File: config.mk
export PLATFORM = sky130hd
export DESIGN_NAME = cursor_coord_ctrl
export DESIGN_NICKNAME = d
export VERILOG_FILES = /design/src/rtl/cursor_pkg.sv /design/src/rtl/btn_sync.sv /design/src/rtl/cursor_coord_ctrl.sv
export SDC_FILE = /design/constraint.sdc
export NUM_CORES = 1
export LEC_CHECK = 0
export ABC_AREA = 1
export ABC_CLOCK_PERIOD_IN_PS = 2170
export CORE_MARGIN = 10
export CORE_UTILIZATION = 55
export DETAILED_ROUTE_END_ITERATION = 8
export DONT_BUFFER_PORTS = 1
export GPL_TIMING_DRIVEN = 0
export PLACE_DENSITY_LB_ADDON = 0.2
export SLEW_MARGIN = 40
export SYNTH_ARGS = -nofsm -noshare
export SYNTH_HDL_FRONTEND = slang
export SYNTH_SLANG_ARGS = --single-unit
export TNS_END_PERCENT = 100
File: constraint.sdc
create_clock -name clk -period 2.17 [get_ports clk]
set_input_delay 0.217 -clock clk [delete_from_list [all_inputs] [get_ports clk]]
set_output_delay 0.217 -clock clk [all_outputs]
set_load 0.02 [all_outputs]
File: src/rtl/cursor_pkg.sv
// Shared definitions for the cursor coordinate controller: FSM encoding,
// button indices and the helper that resolves simultaneous presses.
package cursor_pkg;

   localparam int NUM_BTN = 5;
   localparam int COORD_W = 3;

   localparam logic [2:0] BTN_CONF  = 3'd0;
   localparam logic [2:0] BTN_UP    = 3'd1;
   localparam logic [2:0] BTN_DOWN  = 3'd2;
   localparam logic [2:0] BTN_LEFT  = 3'd3;
   localparam logic [2:0] BTN_RIGHT = 3'd4;

   typedef enum logic [1:0] {
      IDLE     = 2'd0,
      DEBOUNCE = 2'd1,
      ACT      = 2'd2,
      WAIT_REL = 2'd3
   } state_t;

   // Highest-priority pressed button: conf > up > down > left > right.
   // Only meaningful when at least one bit of pressed is set.
   function automatic logic [2:0] pick_btn(input logic [NUM_BTN-1:0] pressed);
      if (pressed[BTN_CONF])      return BTN_CONF;
      else if (pressed[BTN_UP])   return BTN_UP;
      else if (pressed[BTN_DOWN]) return BTN_DOWN;
      else if (pressed[BTN_LEFT]) return BTN_LEFT;
      else                        return BTN_RIGHT;
   endfunction

endpackage

File: src/rtl/btn_sync.sv
// Two-flop synchroniser for asynchronous active-low button inputs.
// Resets to all ones so that every button reads as released.
module btn_sync #(
   parameter int WIDTH = 1
) (
   input  logic             clk,
   input  logic             rst_n,
   input  logic [WIDTH-1:0] din,
   output logic [WIDTH-1:0] dout
);

   logic [WIDTH-1:0] meta;

   // Two register stages to resolve metastability on the raw pins.
   always_ff @(posedge clk or negedge rst_n) begin
      if (!rst_n) begin
         meta <= '1;
         dout <= '1;
      end else begin
         meta <= din;
         dout <= meta;
      end
   end

endmodule

File: src/rtl/cursor_coord_ctrl.sv
// Converts five raw pushbuttons into a wrap-around cursor position
// (mdc = column, mdl = line) plus one-cycle move and confirm pulses.
//
// state    | meaning
// ---------+-------------------------------------------------------------
// IDLE     | no button pressed; capture the highest-priority press
// DEBOUNCE | captured button must stay pressed for DEB_CYCLES cycles
// ACT      | one cycle: apply the captured action, fire its pulse
// WAIT_REL | all buttons must stay released for DEB_CYCLES cycles
module cursor_coord_ctrl
   import cursor_pkg::*;
#(
   parameter int COLS       = 4,
   parameter int ROWS       = 4,
   parameter int DEB_CYCLES = 500000
) (
   input  logic               clk,
   input  logic               rst_n,
   input  logic               btn_up_n,
   input  logic               btn_down_n,
   input  logic               btn_left_n,
   input  logic               btn_right_n,
   input  logic               btn_conf_n,
   output logic [COORD_W-1:0] mdc,
   output logic [COORD_W-1:0] mdl,
   output logic               move_pulse,
   output logic               conf_pulse
);

   localparam int                  CNT_W    = $clog2(DEB_CYCLES) + 1;
   localparam logic [CNT_W-1:0]    DEB_LAST = CNT_W'(DEB_CYCLES - 1);
   localparam logic [COORD_W-1:0]  COL_MAX  = COORD_W'(COLS - 1);
   localparam logic [COORD_W-1:0]  ROW_MAX  = COORD_W'(ROWS - 1);

   logic [NUM_BTN-1:0] btn_raw_n;
   logic [NUM_BTN-1:0] btn_sync_n;
   logic [NUM_BTN-1:0] pressed;

   state_t             state;
   logic [CNT_W-1:0]   cnt;
   logic [2:0]         cap;

   // Bit order follows the button index constants.
   assign btn_raw_n = {btn_right_n, btn_left_n, btn_down_n, btn_up_n, btn_conf_n};

   btn_sync #(
      .WIDTH (NUM_BTN)
   ) u_btn_sync (
      .clk   (clk),
      .rst_n (rst_n),
      .din   (btn_raw_n),
      .dout  (btn_sync_n)
   );

   assign pressed = ~btn_sync_n;

   // Sequencing FSM with registered cursor position and pulses.
   // The counter never passes DEB_LAST, so it cannot wrap.
   always_ff @(posedge clk or negedge rst_n) begin
      if (!rst_n) begin
         state      <= IDLE;
         cnt        <= '0;
         cap        <= BTN_CONF;
         mdc        <= '0;
         mdl        <= '0;
         move_pulse <= 1'b0;
         conf_pulse <= 1'b0;
      end else begin
         move_pulse <= 1'b0;
         conf_pulse <= 1'b0;
         case (state)
            IDLE: begin
               cnt <= '0;
               if (|pressed) begin
                  cap   <= pick_btn(pressed);
                  state <= DEBOUNCE;
               end
            end
            DEBOUNCE: begin
               if (!pressed[cap]) begin
                  cnt   <= '0;
                  state <= IDLE;
               end else if (cnt >= DEB_LAST) begin
                  cnt   <= '0;
                  state <= ACT;
               end else begin
                  cnt <= cnt + 1'b1;
               end
            end
            ACT: begin
               cnt   <= '0;
               state <= WAIT_REL;
               case (cap)
                  BTN_UP: begin
                     mdl        <= (mdl == '0) ? ROW_MAX : mdl - 1'b1;
                     move_pulse <= 1'b1;
                  end
                  BTN_DOWN: begin
                     mdl        <= (mdl == ROW_MAX) ? '0 : mdl + 1'b1;
                     move_pulse <= 1'b1;
                  end
                  BTN_LEFT: begin
                     mdc        <= (mdc == '0) ? COL_MAX : mdc - 1'b1;
                     move_pulse <= 1'b1;
                  end
                  BTN_RIGHT: begin
                     mdc        <= (mdc == COL_MAX) ? '0 : mdc + 1'b1;
                     move_pulse <= 1'b1;
                  end
                  BTN_CONF: begin
                     conf_pulse <= 1'b1;
                  end
                  default: begin
                  end
               endcase
            end
            WAIT_REL: begin
               if (|pressed) begin
                  cnt <= '0;
               end else if (cnt >= DEB_LAST) begin
                  cnt   <= '0;
                  state <= IDLE;
               end else begin
                  cnt <= cnt + 1'b1;
               end
            end
            default: begin
               cnt   <= '0;
               state <= IDLE;
            end
         endcase
      end
   end

endmodule

# Word level (Yosys, flattened, before mapping)
# Index checks and enable logic that the tools add are counted.
[totals] ff_bits=43 input_bits=7 output_inout_bits=8 wordCells=69
[op_classes] addsub=5 n_lt_le_gt_ge=2 eq_ne=13 muxes=26 bitwise_logic=1 reduce_logical=13
[op_table] cell="two-way mux 20 bit" count=3
[op_table] cell="one-hot mux 20 bit (3 select lines)" count=1
[op_table] cell="two-way mux 3 bit" count=8
[op_table] cell="adder 20 x 1 -> 20 bit (second input constant)" count=1
[op_table] cell=">= comparator 20 x 19 -> 1 bit (second input constant)" count=1
[op_table] cell="equality test 3 x 2 -> 1 bit (second input constant)" count=4
[op_table] cell="one-hot mux 3 bit (2 select lines)" count=2
[op_table] cell="two-way mux 2 bit" count=5
[op_table] cell="logical NOT 3 bit" count=3
[op_table] cell="one-hot mux 2 bit (4 select lines)" count=1
[op_table] cell="adder 3 x 1 -> 3 bit (second input constant)" count=2
[op_table] cell="!= test 2 bit (second input constant)" count=3
[op_table] cell="AND reduction 2 bit" count=3
[op_table] cell="subtractor 3 x 1 -> 3 bit (second input constant)" count=2
[op_table] cell="two-way mux 1 bit" count=5
[op_table] cell="inverter 5 bit" count=1
[op_table] cell="OR reduction 5 bit" count=1
[op_table] cell="equality test 2 bit (second input constant)" count=2
[op_table] cell="less-than comparator 3 x 4 -> 1 bit (second input constant)" count=1
[op_table] cell="AND reduction 4 bit" count=1
[op_table] cell="nonzero test 2 bit" count=2
[op_table] cell="OR reduction 4 bit" count=1
[op_table] cell="binary-select mux 1 bit (select 3 bit)" count=1
[op_table] cell="equality test 3 x 1 -> 1 bit (second input constant)" count=1
[op_table] cell="5 further kinds" count=5

# Depth between registers and ports, before layout
[depth] depth_word=5 ltp_mapped=12 depth_no_buf=12

# Modules after synthesis
# Synthesis repeated with hierarchy kept, for this count alone.
[unflattened] cells_unflattened=260 area_unflattened_um2=2265.9
[modules_own_cells] mod="cursor_coord_ctrl" instances=1 cells_each=250 area_per_inst_um2=2003.2 seq_area_each_um2=825.8
[modules_own_cells] mod="btn_sync" instances=1 cells_each=10 area_per_inst_um2=262.8 seq_area_each_um2=262.8

# Worst setup path before layout
# OpenSTA, ideal clock, no wires.
[synth_timing] path_kind="register -> register" start="register cnt[0]" end="register cnt[14]" setup_time_ns=0.070 arrival_time_ns=1.509 t_required_ns=2.100 setup_slack_ns=0.591 path_stages_with_launch=12 n_path_buf=1 cell_sequence="dfrtp_1 > ha_1 > nand2_1 > inv_1 > nand2_2 > inv_1 > nand3_1 > nor2_1 > nor2_2 > o21ai_4 > buf_12 > nor2_4"
[synth_via] elab_chain_len=4 elab_cells_between_ends=6
[synth_lines] item="start: declaration" line="cursor_coord_ctrl.sv:40" source="logic [CNT_W-1:0] cnt;"
[synth_lines] item="start signal: assignment" line="cursor_coord_ctrl.sv:87" source="cnt <= cnt + 1'b1;"
[synth_lines] item="start signal: assignment" line="cursor_coord_ctrl.sv:124" source="cnt <= cnt + 1'b1;"
[synth_lines] item="adder 20 x 1 -> 20 bit or >= comparator 20 x 19 -> 1 bit (tied branches)"
[synth_lines] item="two-way mux 20 bit *" line="cursor_coord_ctrl.sv:83, cursor_coord_ctrl.sv:120"
[synth_lines] item="two-way mux 20 bit (on tied branches)" line="cursor_coord_ctrl.sv:118, cursor_coord_ctrl.sv:80"
[synth_lines] item="one-hot mux 20 bit (3 select lines) *" line="cursor_coord_ctrl.sv:71" source="case (state)"
# Every way passes the cells marked *; elsewhere a longest branch is shown, timed or not.
# A chain may end at the register's enable or synchronous reset.

# Worst setup path in the final report
# Same ends and word-level chain as after synthesis.

==> flow_summary_export.csv <==
group,metric,value,unit
critical_path,cp.arrival,2.08,ns
critical_path,cp-end-kind,"flop",
yosys,synth-edff-count,0,
clock_network,cts_max_level,2,
power_and_ir_drop,power_density,879,nW/µm²
yosys,synth_top_flop_cell,"dfrtp_1",
critical_path,worstSetupPathType,"reg -> reg",
die,die-width,84.4,µm
grt,first_global_vias,1641,
clock_network,clock_tree.buffer_depth,2,
timing,setup-tns-final,0,ns
power_and_ir_drop,p_switching,0.829,mW
critical_path,critical_path.max_stage_delay,0.45,ns
grt,grt_start_max_net_pins,44,
critical_path,crit_fanout,7,
layout,post_route_cells_drive_above_1_share,0.179,
timing,final.period_utilization,0.848,
timing,timing.clock.skew,0.00496,ns
yosys,syn-instance-count,265,
routing,wl_per_cell,11.8,µm
yosys,synthDistinctLibCells,31,
die,design.portCount,15,
timing,fin_hold_ws,0.357,ns
hold_path,worst_hold_path.num_cells,0,
grt,global_route_wire_length_before_repair,7080,µm
yosys,mappedNetlistNets,281,
routing,first_iter_violations,151,
critical_path,worst_path_required,2.41,ns
yosys,synth_simple_gate_area_frac,0.283,
yosys,yosysWarnings,0,
timing,post-route-min-period,1.84,ns
critical_path,cp-start-kind,"flop",
timing,setup-violations-final,0,
die,row_count,23,
yosys,post_synth_mux_area_share,0,
hold_path,worst_hold_check_path_type,"reg -> reg",
critical_path,critical_path.cell_chain,"ha_1, nand2_1, inv_1, nand2_2, nor4_4, nand2_1, nor2_1, o21ai_0, nor2_4",
power_and_ir_drop,pwr-share-comb,0.273,
clock_network,clkTransAtPathRegs,0.08,ns
grt,track_usage,0.117,
grt,globalRouteOverflowTotal,0,
critical_path,worstReg2RegEnd,"cnt[14]$_DFF_PN0_",
power_and_ir_drop,ir_worst_vdd,470,µV
placed_design,buffer_ports.inserted,0,
yosys,post_synth_instance_area,2280,µm²
timing,final-hold-violation-count,0,
layout,layout-area-overhead-vs-synth,9.93,%
yosys,largest_family_of_logic_cells_by_synthesized_area,"simple AND/OR/NAND/NOR gates",
clock_network,cts_buffers,5,
yosys,synthTopCellsByArea,"dfrtp_1, dfstp_2, nand2_1, inv_1, nor2_1",
timing,fmax,543,MHz
yosys,synth_area_leader_cell,"dfrtp_1",
critical_path,cell_repeated_most_along_the_worst_path,"nand2_1",
hold_path,min_delay_worst_endpoint,"u_btn_sync.dout[4]$_DFF_PN1_",
routing,drc_errors,0,
yosys,ys_seq_elements,43,
die,coreArea,4000,µm²
critical_path,rr_worst_depth,9,
hold_path,hp-start,"u_btn_sync.meta[4]$_DFF_PN1_",
layout,fin_nets,295,
yosys,synthXorXnorAreaFrac,0.0384,
critical_path,critical_path.n_buffers_inverters,1,
power_and_ir_drop,clkPwrFrac,0.224,
placed_design,finalWeightedCongestion,0.873,
routing,wl,3890,µm
die,floorplan.die.height,84.4,µm
routing,final_antenna_net_count,0,
yosys,synth_async_sr_flop_share,1.00,
timing,final-max-slew-violation-count,0,
yosys,synth_top_cell_area_share,0.362,
critical_path,regToRegSetupSlack,0.33,ns
routing,drt-pass1-iter-count,4,
grt,grt_antenna_before_repair,0,
layout,diodes,0,
power_and_ir_drop,power_leakage,1.14,nW
critical_path,crit-reg2reg-launch,"cnt[0]$_DFF_PN0_",
yosys,ys_seq_area_frac,0.477,
yosys,synth-compound-area-share,0.0741,
power_and_ir_drop,intPower,1.38,mW
yosys,synth-adder-area-share,0.0494,
routing,num_vias,1675,
placed_design,detailed_place_hpwl,2810,µm
timing,rsz_0062_raised_after_global_routing,"false",
clock_network,clk_root_buffer_cell,"clkbuf_8",
outcome,run_status,"completed",
routing,avgViaCountPerCell,5.08,
power_and_ir_drop,sw_frac_of_total,0.376,
critical_path,slowest_stage,"dfrtp_1",
clock_network,clock_latency,0.30,ns
clock_network,cts_sinks,43,
clock_network,tritoncts,"done",
yosys,syn_area_cell,8.61,µm²
run,maxCapViolations,0,
critical_path,cp_top_family,"simple AND/OR/NAND/NOR gates",
layout,utilization,0.627,
power_and_ir_drop,sequentialPowerShare,0.502,
die,die_area,7120,µm²
clock_network,post_cts.resized_instances,0,
die,initial_utilization,0.570,
metrics by stage:
step | instance area, µm² | power, mW | setup slack (ns) | cells
after global placement | 2340 | 1.69 | 0.388 | 315
after global routing | 2510 | 2.38 | 0.143 | 330
final | 2510 | 2.20 | 0.330 | 330
after CTS | 2510 | 2.23 | 0.343 | 330
after detailed placement | 2340 | 1.71 | 0.363 | 315
after floorplan | 2280 | 1.58 | 0.591 | 265
power by group through the flow:
| stage | combinational (mW) | clock (mW) | sequential, mW |
|---|---|---|---|
| floorplan | 0.491 | 0 | 1.09 |
| global placement | 0.566 | 0 | 1.12 |
| detailed placement | 0.580 | 0 | 1.13 |
| CTS | 0.612 | 0.508 | 1.11 |
| global route | 0.712 | 0.538 | 1.13 |
| finish | 0.602 | 0.495 | 1.11 |
area by class of cell:
type	count	area (µm²)
Tap cell	50	62.6
Clock inverter	2	11.3
Clock buffer	6	72.6
Timing Repair Buffer	7	80.1
Multi-Input combinational cell	180	1020
Sequential cell	43	1090
Fill cell	339	1490
Buffer	1	20.0
Inverter	41	154
layout by cell type, fill, tap and decap left out, drive strengths merged:
| cell | count |
|---|---|
| a32o | 1 |
| xor2 | 9 |
| a21oi | 6 |
| nor2 | 53 |
| nor3 | 14 |
| nand2 | 45 |
| dfstp | 10 |
| clkbuf | 6 |
| buf | 2 |
| nand3 | 13 |
| conb | 1 |
| o22ai | 1 |
| nand4 | 5 |
| o2111ai | 1 |
| a21o | 1 |
| nor4 | 2 |
| ha | 9 |
| xnor2 | 1 |
| inv | 42 |
| dlygate4sd3 | 6 |
| dfrtp | 33 |
| o221ai | 1 |
| o21ai | 16 |
| clkinv | 1 |
| a31oi | 1 |
kinds of logic (layout without fill, tap and decap cells):
kind of cell,Yosys count,in the layout
DFF,43,43
buffers and inverters,42,57
and+or+nand+nor,132,132
other,1,1
adders and majority gates,9,9
AOI/OAI and AO/OA,28,28
xor gates and xnor gates,10,10
sequential cells by signal, indices dropped and copies added, names as in the netlist, named ones only:
name and count:
move_pulse 1, mdl 3, mdc 3, conf_pulse 1
cap 3, cnt 20, u_btn_sync.meta 5, state 1
u_btn_sync.dout 5
metal layers:
metal	global-route usage	routed length, µm	vias to the layer above
met1	0.143	1940	772
met4	0.0464	61	0
met3	0.0444	208	5
met2	0.183	1690	30
li1	-	-	868
met5	0	0	-
synthesized netlist by cell type (all sizes together) (2+ instances only):
cell,count
nand3,13
nand2,45
a21oi,6
nor3,14
inv,41
nor2,53
nor4,2
o21ai,16
nand4,5
dfstp,10
ha,9
xor2,9
dfrtp,33
worst reg2reg max path, delay by kind of cell, from the launching register on:
family	cells	cell delay [ns]
buf+inv	1	0.10
flops	1	0.45
fa+ha+maj	1	0.20
simple gates	6	0.88
compound gates	1	0.15
how the worst max path moves through the flow:
| stage | start | endpoint | slack [ns] | depth (start not counted) |
|---|---|---|---|---|
| detailed placement | cnt[0]$_DFF_PN0_ | cnt[14]$_DFF_PN0_ | 0.36 | 9 |
| floorplan | cnt[0]$_DFF_PN0_ | cnt[14]$_DFF_PN0_ | 0.59 | 11 |
| global route | cnt[0]$_DFF_PN0_ | cnt[14]$_DFF_PN0_ | 0.14 | 9 |
| finish | cnt[0]$_DFF_PN0_ | cnt[14]$_DFF_PN0_ | 0.33 | 9 |
| CTS | cnt[0]$_DFF_PN0_ | cnt[14]$_DFF_PN0_ | 0.34 | 9 |
| global placement | cnt[0]$_DFF_PN0_ | cnt[14]$_DFF_PN0_ | 0.39 | 9 |
timing repair:
action | in CTS | in global routing
setup buffers | 0 | 0
hold endpoints to repair | 48 | 0
hold buffers | 7 | 0
No activity file was read; power rests on OpenSTA's default activity.
